===== src/rtl/counter_pkg.sv =====
// Shared types and constants for the iteration counter.
// Holds the FSM state enum and the direction / mode encodings.
package counter_pkg;

    typedef enum logic {
        CNT_IDLE,
        CNT_RUN
    } cnt_state_e;

    localparam logic CNT_DOWN    = 1'b0;
    localparam logic CNT_UP      = 1'b1;
    localparam logic CNT_ONESHOT = 1'b0;
    localparam logic CNT_RELOAD  = 1'b1;

endpackage


===== src/rtl/iter_counter.sv =====
// W-bit iteration counter with start/done handshake, up/down, one-shot/reload.
// Ports: clk, reset (sync, active-low), start, ld_data[W], dir, mode, en,
//        abort -> Q[W] (count), busy (in RUN), tc (at terminal), done (pulse).
module iter_counter
    import counter_pkg::*;
#(
    parameter int unsigned     W       = 5,
    parameter logic [W-1:0]    RST_VAL = '0
) (
    input  logic         clk,
    input  logic         reset,
    input  logic         start,
    input  logic [W-1:0] ld_data,
    input  logic         dir,
    input  logic         mode,
    input  logic         en,
    input  logic         abort,
    output logic [W-1:0] Q,
    output logic         busy,
    output logic         tc,
    output logic         done
);

    localparam logic [W-1:0] ONE = {{(W-1){1'b0}}, 1'b1};

    cnt_state_e   state_q, state_n;
    logic [W-1:0] q_q, q_n;
    logic [W-1:0] bound_q, bound_n;
    logic         dir_q, dir_n;
    logic         mode_q, mode_n;
    logic         done_q, done_n;

    logic [W-1:0] t_val;
    logic [W-1:0] s_val;
    logic         at_t;

    // Terminal and start values follow the direction captured at start.
    always_comb begin
        t_val = (dir_q == CNT_UP) ? bound_q : '0;
        s_val = (dir_q == CNT_UP) ? '0 : bound_q;
        at_t  = (q_q == t_val);
    end

    assign busy = (state_q == CNT_RUN);
    assign tc   = busy && at_t;
    assign Q    = q_q;
    assign done = done_q;

    // Priority: abort > start > en. Counting stops at T, so Q stays
    // inside [0, bound_q] and never wraps.
    always_comb begin
        state_n = state_q;
        q_n     = q_q;
        bound_n = bound_q;
        dir_n   = dir_q;
        mode_n  = mode_q;
        done_n  = 1'b0;
        if (abort) begin
            if (state_q == CNT_RUN) begin
                state_n = CNT_IDLE;
            end
        end else if (start) begin
            bound_n = ld_data;
            dir_n   = dir;
            mode_n  = mode;
            q_n     = (dir == CNT_UP) ? '0 : ld_data;
            state_n = CNT_RUN;
        end else if (state_q == CNT_RUN && en) begin
            if (at_t) begin
                done_n = 1'b1;
                if (mode_q == CNT_RELOAD) begin
                    q_n = s_val;
                end else begin
                    state_n = CNT_IDLE;
                end
            end else if (dir_q == CNT_UP) begin
                q_n = q_q + ONE;
            end else begin
                q_n = q_q - ONE;
            end
        end
    end

    always_ff @(posedge clk) begin
        if (!reset) begin
            state_q <= CNT_IDLE;
            q_q     <= RST_VAL;
            bound_q <= '0;
            dir_q   <= CNT_DOWN;
            mode_q  <= CNT_ONESHOT;
            done_q  <= 1'b0;
        end else begin
            state_q <= state_n;
            q_q     <= q_n;
            bound_q <= bound_n;
            dir_q   <= dir_n;
            mode_q  <= mode_n;
            done_q  <= done_n;
        end
    end

endmodule

===== config.mk =====
export PLATFORM = sky130hd
export DESIGN_NAME = iter_counter
export DESIGN_NICKNAME = d
export VERILOG_FILES = /design/src/rtl/counter_pkg.sv /design/src/rtl/iter_counter.sv
export SDC_FILE = /design/constraint.sdc
export NUM_CORES = 1
export LEC_CHECK = 0
export ABC_AREA = 1
export ABC_CLOCK_PERIOD_IN_PS = 2100
export BUFFER_PORTS_ARGS = -buffer_cell sky130_fd_sc_hd__buf_4
export CAP_MARGIN = 10
export CORE_UTILIZATION = 50
export CTS_BUF_LIST = sky130_fd_sc_hd__clkbuf_8
export CTS_CLUSTER_SIZE = 28
export DETAILED_ROUTE_END_ITERATION = 8
export PLACE_DENSITY_LB_ADDON = 0.15
export SLEW_MARGIN = 15
export SYNTH_ARGS = -nofsm -noshare
export SYNTH_HDL_FRONTEND = slang
export SYNTH_SLANG_ARGS = --single-unit

===== constraint.sdc =====
create_clock -name clk -period 2.1 [get_ports clk]
set_input_delay 0.42 -clock clk [delete_from_list [all_inputs] [get_ports clk]]
set_output_delay 0.42 -clock clk [all_outputs]
set_load 0.1 [all_outputs]

==> Yosys cells after proc, flatten, opt, wreduce, memory -nomap -nowiden <==
Index checks and enable logic that the tools add are counted.
Widths: inputs -> output; s select.
{ "word_totals": {"inputBits": 12, "register_bits": 14, "out_inout_bits": 8, "mem_bits_rw": 0, "memories": 0, "mem_bits_ro": 0, "wordCells": 36, "latch_bits": 0} }
{ "classes": {"shifts": 0, "eq_ne": 3, "muxes": 13, "div_mod_pow": 0, "n_lt_le_gt_ge": 0, "mul": 0, "bitwise_logic": 3, "n_addsub": 2, "n_reduce_logical": 9} }
{ "op_table": {"columns": ["cell", "count"], "rows": [
  ["$mux 5", 8],
  ["$reduce_and 3->1", 2],
  ["$add 5x1->5 const B", 1],
  ["$eq 5x5->1", 1],
  ["$mux 1", 5],
  ["$sub 5x1->5 const B", 1],
  ["$reduce_bool 2->1", 2],
  ["$reduce_or 4->1", 1],
  ["$ne 3x3->1 const B", 1],
  ["$not 1->1", 3],
  ["$logic_and 1x1->1", 2],
  ["$ne 2x2->1 const B", 1],
  ["$reduce_and 2->1", 1],
  ["$reduce_or 2->1", 1]
]} }

==> Logic depth before layout (Yosys ltp) <==
Gate-level depths: netlist of the first run.
{ "logic_depth": {"depth_word": 5, "ltp_mapped": 12, "depth_no_buf": 11} }

==> Worst setup path before layout of the first run <==
No wires, ideal clock.
{ "synth_path": {"path_type": "register -> output", "startpoint": "register q_q[3] (netlist: Q[3])", "endpoint": "output tc", "required_time_ps": 1680, "slack_ps": -1200, "path_buffers": 0, "arrival_ps": 2880, "stages_incl_launch_ff": 7, "path_cell_list": "dfxtp_1 inv_1 nand3_1 nand2_1 nor2_8 nand3_4 nor2_1"} }
{ "synth_via": {"elab_chain_len": 2} }
{ "synth_rtl": {"columns": ["item", "line_no", "rtl"], "rows": [
  ["from (decl)", "iter_counter.sv:27", "logic [W-1:0] q_q, q_n;"],
  ["from (signal assigned)", "iter_counter.sv:94", "q_q <= q_n;"],
  ["$eq 5x5->1", "iter_counter.sv:41", "at_t = (q_q == t_val);"],
  ["$logic_and 1x1->1", "iter_counter.sv:45", "assign tc = busy && at_t;"],
  ["to (decl)", "iter_counter.sv:20", "output logic tc,"]
]} }
Every way passes these cells.

==> Worst setup path in the final report of the first run <==
{ "layout_path": {"startpoint": "register dir_q", "endpoint": "output tc"} }
{ "layout_via": {"elab_chain_len": 3} }
{ "layout_rtl": {"columns": ["item", "line_no", "rtl"], "rows": [
  ["from (decl)", "iter_counter.sv:29", "logic dir_q, dir_n;"],
  ["from (signal assigned)", "iter_counter.sv:96", "dir_q <= dir_n;"],
  ["$mux 5", "iter_counter.sv:39", "t_val = (dir_q == CNT_UP) ? bound_q : '0;"],
  ["$eq 5x5->1", "iter_counter.sv:41", null],
  ["$logic_and 1x1->1", "iter_counter.sv:45", null]
]} }
Every way passes these cells.

==> flow_summary.toml, run 1 <==
[route]
drt-initial-drc-count = 22
drtAntennaViolNets = 0
wl_microns = 2420
wire_per_inst_microns = 11.7
drc = 0
drtPass1Iterations = 4
num_vias = 1060
via_per_inst = 5.15

[cts]
cts_setup_buffers = 0
cts_buffer_depth = 2
clk_pin_slew_ps = 60
cts_root_buffer = "clkbuf_8"
cts_buffers = 3
htreeDepth = 1
cts_sinks = 14
clkLatencyLatePin_ps = 240
cts_tree = "yes"

[worst_setup_path]
critPathKind = "reg -> out"
critPathTopFamily = "simple AND/OR/NAND/NOR gates"
crit_slowest_cell = "dfxtp_4"
crit_start = "dir_q$_SDFFE_PN0P_"
reg2reg_depth = 9
r2r_slack_ps = 380
critPathRequiredTime_ps = 1680
path_buf_inv = 1
r2r-end = "Q[4]$_SDFFE_PN0P_"
cp-end-kind = "output pin"
crit_path_start_kind = "register"
slowest_delay_ps = 430
path_common_cell = "nand2_1"
regToRegStartpoint = "dir_q$_SDFFE_PN0P_"
cp_max_fo = 15
crit_chain = "nand2_1, nand2_1, nand2_1, nor2_8, nand3_4, nor2_4, buf_4"
crit_arrival_ps = 1560

[timing]
period_minus_slack_ps = 1980
fin_crit_sh_pct = 94.5
tns_ps = 0
finalClockSkew_ps = 2.88
fmax_ghz = 0.504
drv_slew = 0
rsz0062_at_grt = "false"
max_slew_margin_pct = 74.9
setup_viol_count_final = 0
hold_violations = 0
worst_pin_slew_ps = 375
whs_ps = 364

[global_route]
grt_antenna_before_repair = 0
grt_max_degree = 16
grtUsageTotal_pct = 25.4
grt_pass1_vias = 920
grt_pass1_wl_microns = 4000
overflow = 0

[min_path]
hold_start = "start"
hold_class = "in -> reg"
whs_endpoint = "done$_SDFF_PP0_"
hold_depth = 2

[placement]
gp_congestion = 0.941
post-dp-hpwl_microns = 1930
port-buffer-count = 19

[finish]
n_fill_cell = 214
n_antenna_cell = 0
final_nets = 197
area_delta_synth_final_pct = 22.7
final_common_cell = "nand2_1"
final_cell_mix = "nand2_1 (45), nor2_1 (31), buf_4 (21), inv_1 (11), nand4_1 (9)"
layout.area.seq_sq_um = 290
utilization_pct = 64.9
multi_input_area_sq_um = 689
drive_gt1_share_pct = 25.7

[floorplan]
chipHeight_microns = 47.5
die_area_sq_mm = 0.00226
pin_count = 20
die_x_microns = 47.5
core_sq_mm = 0.00196
start_util_pct = 52.9
rows = 16

[yosys]
synthesis.nets = 173
yosys_most_used_dff = "dfxtp_1"
yosys_warnings = 0
synth_edf_count = 0
syn_avg_cell_area_sq_um = 6.61
synthesis.instances = 157
synthArstFlopShare_pct = 0
ys_types = 27
ys_seq_area_share_pct = 27.0
synth_seq_cells = 14
syn_area_sq_mm = 0.00104

[power_and_ir_drop]
max-vdd-ir-drop_uv = 449
p_leak_uw = 0.000598
total_power_uw = 949
p_per_area_mw_per_mm2 = 746

[job]
cap_violations = 0

[status]
status = "finished clean"
stage by stage:
step / cells / worst slack, ps / cell area [sq um]
6_report: 206 / 116 / 1270
5_1_grt: 206 / 30.4 / 1270
4_1_cts: 206 / 29.3 / 1270
3_5_place_dp: 203 / 73.8 / 1230
3_3_place_gp: 203 / 159 / 1230
2_1_floorplan: 157 / -89.0 / 1050
area by class of cell:
class	instances	area share (%)
Sequential cell	14	22.8
Inverter	14	4.72
Clock buffer	3	3.24
Multi-Input combinational cell	127	54.2
Timing Repair Buffer	21	12.4
Tap cell	27	2.65
cells in the mapped netlist (2+ instances only):
library cell | instances | area (sq um)
nand2_1 | 45 | 169
nor2_1 | 32 | 120
dfxtp_1 | 14 | 280
inv_1 | 11 | 41.3
nand4_1 | 9 | 56.3
o21ai_0 | 7 | 35.0
nand3_1 | 6 | 30.0
a21oi_1 | 5 | 25.0
nor2_2 | 4 | 25.0
ha_1 | 3 | 37.5
xor2_1 | 3 | 26.3
nand2_2 | 2 | 12.5
nand2_4 | 2 | 22.5
logic make-up (layout without fill, tap and decap cells):
| family | Yosys count | after routing | synth area share, % |
|---|---|---|---|
| and+or+nand+nor | 107 | 107 | 51.0 |
| DFF | 14 | 14 | 27.0 |
| AOI/OAI and AO/OA | 12 | 12 | 5.79 |
| buffers and inverters | 16 | 38 | 7.24 |
| adders and majority gates | 4 | 4 | 5.55 |
| xor gates and xnor gates | 4 | 4 | 3.38 |
flip-flops by register name, indices dropped and copies added (netlist names):
| signal | cells |
|---|---|
| busy | 1 |
| bound_q | 5 |
| done | 1 |
| dir_q | 1 |
| mode_q | 1 |
| Q | 5 |
layer usage:
metal	vias to the layer above	routed length, microns	share of wire [%]	GRT usage, %
li1	548	-	-	-
met1	476	1100	46	32.9
met2	32	1160	48	43.6
met3	4	130	5.4	4.53
met4	0	20	0.83	6.67
met5	-	0	0	0
how the worst max path moves through the flow:
stage / endpoint / depth (start not counted) / slack, ps
2_1_floorplan: tc / 6 / -90
3_3_place_gp: Q[3]$_SDFFE_PN0P_ / 9 / 160
3_5_place_dp: Q[3]$_SDFFE_PN0P_ / 9 / 70
4_1_cts: tc / 7 / 30
5_1_grt: tc / 7 / 30
6_report: tc / 7 / 120
report_power, final:
part	switching, uW	internal (uW)
Sequential	25.1	287
Clock	93.7	127
Combinational	279	137
Total	398	552
repair_timing:
action	in CTS	in global routing
hold buffers	0	0
pin swaps	0	0
setup endpoints to repair	1	1
gates resized for setup	1	1
Power figures use the tool's default switching activity.
==> run 2: changes to the inputs <==
--- a/config.mk
+++ b/config.mk
@@ -8,5 +8,4 @@
 export ABC_AREA = 1
 export ABC_CLOCK_PERIOD_IN_PS = 2100
-export BUFFER_PORTS_ARGS = -buffer_cell sky130_fd_sc_hd__buf_4
 export CAP_MARGIN = 10
 export CORE_UTILIZATION = 50
@@ -14,4 +13,5 @@
 export CTS_CLUSTER_SIZE = 28
 export DETAILED_ROUTE_END_ITERATION = 8
+export DONT_BUFFER_PORTS = 1
 export PLACE_DENSITY_LB_ADDON = 0.15
 export SLEW_MARGIN = 15
==> constraint.sdc (replaced) <==
create_clock -name clk -period 2.1 [get_ports clk]
set_input_delay 0.42 -clock clk [delete_from_list [all_inputs] [get_ports clk]]
set_output_delay 0.42 -clock clk [all_outputs]
set_load 0.02 [all_outputs]
==> run 2 against run 1 <==
  * Clock-buffer cell count is the same
  * Sequential power about the same
  * Clock skew decreased by 0.75 ps
  * Flip-flop and latch count unchanged
  * Utilization fell by 6.9 points
  * First-iteration DRC count is 41% higher
  * Maximum frequency is 0.14% higher
  * Cell area shrank 11%
  * Clock power hardly changed
  * Worst setup slack improved by 2.7 ps
  * Global-route usage is 2.5 points lower
  * Routed wire length is 3.3% lower
==> flow_summary.toml, run 2 (synthesis results as in run 1) <==
[global_route]
grtUsageTotal_pct = 22.9
grt_antenna_before_repair = 0
grt_max_degree = 14
overflow = 0
grt_pass1_vias = 860
grt_pass1_wl_microns = 3610

[timing]
drv_slew = 0
setup_viol_count_final = 0
max_slew_margin_pct = 73.6
hold_violations = 0
postLayoutSetupSlackWorst_ps = 119
period_minus_slack_ps = 1980
tns_ps = 0
fmax_ghz = 0.505
finalClockSkew_ps = 2.13
fin_crit_sh_pct = 94.3
rsz0062_at_grt = "false"
worst_pin_slew_ps = 394
whs_ps = 247

[status]
status = "finished clean"

[finish]
final_area_sq_mm = 0.00114
layout.area.seq_sq_um = 283
final_cell_mix = "nand2_1 (45), nor2_1 (32), dfxtp_1 (12), inv_1 (11), nand4_1 (9)"
n_antenna_cell = 0
drive_gt1_share_pct = 15.3
final_nets = 181
multi_input_area_sq_um = 682
final_common_cell = "nand2_1"
n_fill_cell = 209
area_delta_synth_final_pct = 9.65
final_cells = 190

[floorplan]
rows = 16
die_x_microns = 47.5
die_area_sq_mm = 0.00226
pin_count = 20
start_util_pct = 52.9
core_sq_mm = 0.00196
chipHeight_microns = 47.5

[cts]
cts_root_buffer = "clkbuf_8"
cts_buffer_depth = 2
clk_pin_slew_ps = 60
cts_resized = 0
ctsHoldBuffers = 0
cts_buffers = 3
cts_setup_buffers = 0
clkLatencyLatePin_ps = 240
htreeDepth = 1
cts_tree = "yes"
cts_sinks = 14

[placement]
dp_slack_ps = 289
placed_area_sq_mm = 0.00109
gp_congestion = 0.836
post-dp-hpwl_microns = 1840
dp.cells = 187
port-buffer-count = 0

[worst_setup_path]
cp_max_fo = 7
cp-end-kind = "output pin"
regToRegStartpoint = "dir_q$_SDFFE_PN0P_"
crit_arrival_ps = 1560
r2r-end = "Q[3]$_SDFFE_PN0P_"
critPathRequiredTime_ps = 1680
r2r_slack_ps = 390
reg2reg_depth = 9
critPathKind = "reg -> out"
crit_path_start_kind = "register"

[route]
wl_microns = 2340
drtPass1Iterations = 4
num_vias = 986
wire_per_inst_microns = 12.3
drc = 0
drt-initial-drc-count = 31
via_per_inst = 5.19
drtAntennaViolNets = 0

[min_path]
hold_start = "start"
hold_class = "in -> reg"
hold_depth = 1
whs_endpoint = "done$_SDFF_PP0_"

[job]
cap_violations = 0

[power_and_ir_drop]
max-vdd-ir-drop_uv = 409
p_per_area_mw_per_mm2 = 734
p_leak_uw = 0.000518
-- run 2: cell count changes in the layout (fill, tap and decap cells not counted) --
cell | previous run | this run
nor2_1 | 31 | 32
dfxtp_4 | 1 | 0
buf_4 | 21 | 5
dfxtp_1 | 8 | 12
nor2_4 | 2 | 1
dfxtp_2 | 5 | 2
-- run 2: metal layers --
layer	vias to the layer above	part of all wire (%)	GRT usage [%]	wire [microns]
li1	516	-	-	-
met4	0	1.4	7.78	33
met1	438	47	29.8	1090
met3	5	4.7	4.53	111
met2	27	47	37.8	1100
met5	-	0	0	0
-- run 2: how the worst max path moves through the flow --
stage	from	end	slack (ps)	cells after the start
after global placement	Q[3]$_SDFFE_PN0P_	tc	320	7
final	Q[2]$_SDFFE_PN0P_	tc	120	7
after CTS	Q[3]$_SDFFE_PN0P_	tc	30	7
after global routing	Q[2]$_SDFFE_PN0P_	tc	2	7
after floorplan	Q[3]$_SDFFE_PN0P_	tc	360	6
after detailed placement	Q[3]$_SDFFE_PN0P_	tc	290	7
-- run 2: worst max-delay path, stage by stage, from the launching register on --
cell and delay [ps]:
dfxtp_1 500, inv_1 90, nand3_1 90, nand2_2 90, nor2_8 180, nand3_4 110, nor2_1 100, buf_4 140
-- run 2: power by group --
group / internal [uW] / total [uW] / switching, uW
sequential: 286 / 315 / 28.6
combinational: 112 / 300 / 187
clock: 127 / 219 / 92.6
-- run 2: through the flow --
stage / utilization, % / total power [uW]
after detailed placement: 55.7 / 619
after global placement: 55.7 / 613
after floorplan: - / 565
final: 58.0 / 834
after global routing: 58.0 / 891
after CTS: 57.8 / 839
-- run 2: layout make-up --
class	instances	area share, %
Clock buffer	3	3.63
Inverter	14	5.28
Multi-Input combinational cell	127	60.0
Sequential cell	14	24.9
Tap cell	27	2.97
Timing Repair Buffer	5	3.30
==> run 3: changes to the inputs <==
--- a/config.mk
+++ b/config.mk
@@ -11,4 +11,5 @@
 export CORE_UTILIZATION = 50
 export CTS_BUF_LIST = sky130_fd_sc_hd__clkbuf_8
+export CTS_CLUSTER_DIAMETER = 150
 export CTS_CLUSTER_SIZE = 28
 export DETAILED_ROUTE_END_ITERATION = 8
==> constraint.sdc (replaced) <==
create_clock -name clk -period 2.1 [get_ports clk]
set_input_delay 0.105 -clock clk [delete_from_list [all_inputs] [get_ports clk]]
set_output_delay 0.105 -clock clk [all_outputs]
set_load 0.02 [all_outputs]
==> run 3 against run 2 <==
  * Clock skew down 1.3 ps
  * Cell area rose by 2.9%
  * Critical path depth unchanged
  * Non-clock buffer count is 3 higher
  * First-iteration DRC count rose by 23%
  * Final cell count increased by 1.6%
==> flow_summary.toml, run 3 (synthesis results as in run 1) <==
[power_and_ir_drop]
seqPwrFrac_pct = 37.2
p_leak_uw = 0.000527
max-vdd-ir-drop_uv = 522
power_switching_uw = 312
p_clk_share_pct = 25.9
p_per_area_mw_per_mm2 = 719
p_int_uw = 529
swShare_pct = 37.1
p_comb_share_pct = 36.8

[cts]
htreeDepth = 1
cts_tree = "yes"
clkLatencyLatePin_ps = 240
clk_pin_slew_ps = 60
cts_sinks = 14
cts_resized = 0
cts_buffer_depth = 2
cts_root_buffer = "clkbuf_8"
cts_buffers = 3

[route]
wire_per_inst_microns = 12.6
drc = 0
num_vias = 1041
wl_microns = 2420
via_per_inst = 5.39
drtAntennaViolNets = 0
drt-initial-drc-count = 38
drtPass1Iterations = 6

[finish]
final_nets = 184
n_antenna_cell = 0
final_cells = 193
drive_gt1_share_pct = 12.7
final_area_sq_mm = 0.00117
area_delta_synth_final_pct = 12.8
final_cell_mix = "nand2_1 (45), nor2_1 (32), dfxtp_1 (14), inv_1 (11), nand4_1 (9)"
final_common_cell = "nand2_1"
utilization_pct = 59.6

[floorplan]
rows = 16
pin_count = 20
die_x_microns = 47.5
core_sq_mm = 0.00196
start_util_pct = 52.9
die_area_sq_mm = 0.00226
chipHeight_microns = 47.5

[job]
cap_violations = 0

[worst_setup_path]
crit_chain = "buf_4, nand2_1, nand2_1, nand2_1, nor2_8, nand3_4, nor2_1"
cp-endpoint = "tc"
crit_arrival_ps = 1730
reg2reg_depth = 9
critPathTopFamily = "simple AND/OR/NAND/NOR gates"
regToRegStartpoint = "dir_q$_SDFFE_PN0P_"
cp-end-kind = "output pin"
crit_slowest_cell = "dfxtp_1"
critPathRequiredTime_ps = 2000
r2r_slack_ps = 390
path_buf_inv = 1
cp_max_fo = 12
slowest_delay_ps = 360
r2r-end = "Q[4]$_SDFFE_PN0P_"
path_common_cell = "nand2_1"
crit_cells = 7
critPathKind = "reg -> out"
crit_path_start_kind = "register"
crit_start = "dir_q$_SDFFE_PN0P_"

[min_path]
hold_class = "in -> reg"
hold_start = "ld_data[0]"

[timing]
setup_viol_count_final = 0
fmax_ghz = 0.545
whs_ps = 3.49
rsz0062_at_grt = "false"
finalClockSkew_ps = 0.866
max_slew_margin_pct = 73.9
period_minus_slack_ps = 1840
fin_crit_sh_pct = 87.5
drv_slew = 0
hold_violations = 0
worst_pin_slew_ps = 390
tns_ps = 0

[status]
status = "finished clean"

[global_route]
grtUsageTotal_pct = 25.2
grt_pass1_wl_microns = 3900
overflow = 0
grt_max_degree = 13
grt_pass1_vias = 967
grt_antenna_before_repair = 0

[placement]
placed_area_sq_mm = 0.00108
port-buffer-count = 0
dp.cells = 185
gp_congestion = 0.828
post-dp-hpwl_microns = 1810
run 3: cell count changes in the layout (fill, tap and decap cells not counted), sizes merged:
cell         delta
dlygate4sd3     +5
buf             -2
run 3: how the worst min path moves through the flow:
| stage | to | slack, ps | cells past startpoint |
|---|---|---|---|
| after floorplan | done$_SDFF_PP0_ | 180 | 1 |
| after global placement | done$_SDFF_PP0_ | 190 | 1 |
| after detailed placement | done$_SDFF_PP0_ | 190 | 1 |
| after CTS | dir_q$_SDFFE_PN0P_ | 3 | 2 |
| after global routing | dir_q$_SDFFE_PN0P_ | 10 | 2 |
| final | bound_q[0]$_SDFFE_PN0P_ | 3 | 2 |
run 3: layout make-up:
class	count	area [sq um]
fill	218	792
tap	27	33.8
inverter	14	60.1
timing repair buffer	8	72.6
sequential	14	280
multi-input combinational	127	682
clock buffer	3	41.3
run 3: power by group through the flow:
stage / clock (uW) / sequential [uW] / combinational (uW)
5_1_grt: 238 / 316 / 345
6_report: 218 / 313 / 310
3_3_place_gp: 0 / 318 / 294
3_5_place_dp: 0 / 319 / 299
2_1_floorplan: 0 / 320 / 245
4_1_cts: 225 / 313 / 310
run 3: what timing repair did:
action                                 in CTS  in global routing
hold buffers                                5                  0
setup buffers                               0                  0
endpoints found under the hold margin      11                  0
run 3: routing by layer:
metal,GRT usage [%],share of wire (%),vias up
met2,42.2,47,37
met5,0,0,-
met4,12.2,1.6,0
met1,31.0,44,476
met3,4.91,6.6,4
li1,-,-,524
run 3: per-stage QoR:
step	setup WS (ps)	power [uW]
floorplan	376	565
global placement	423	612
detailed placement	380	618
CTS	254	848
global route	185	899
finish	264	841
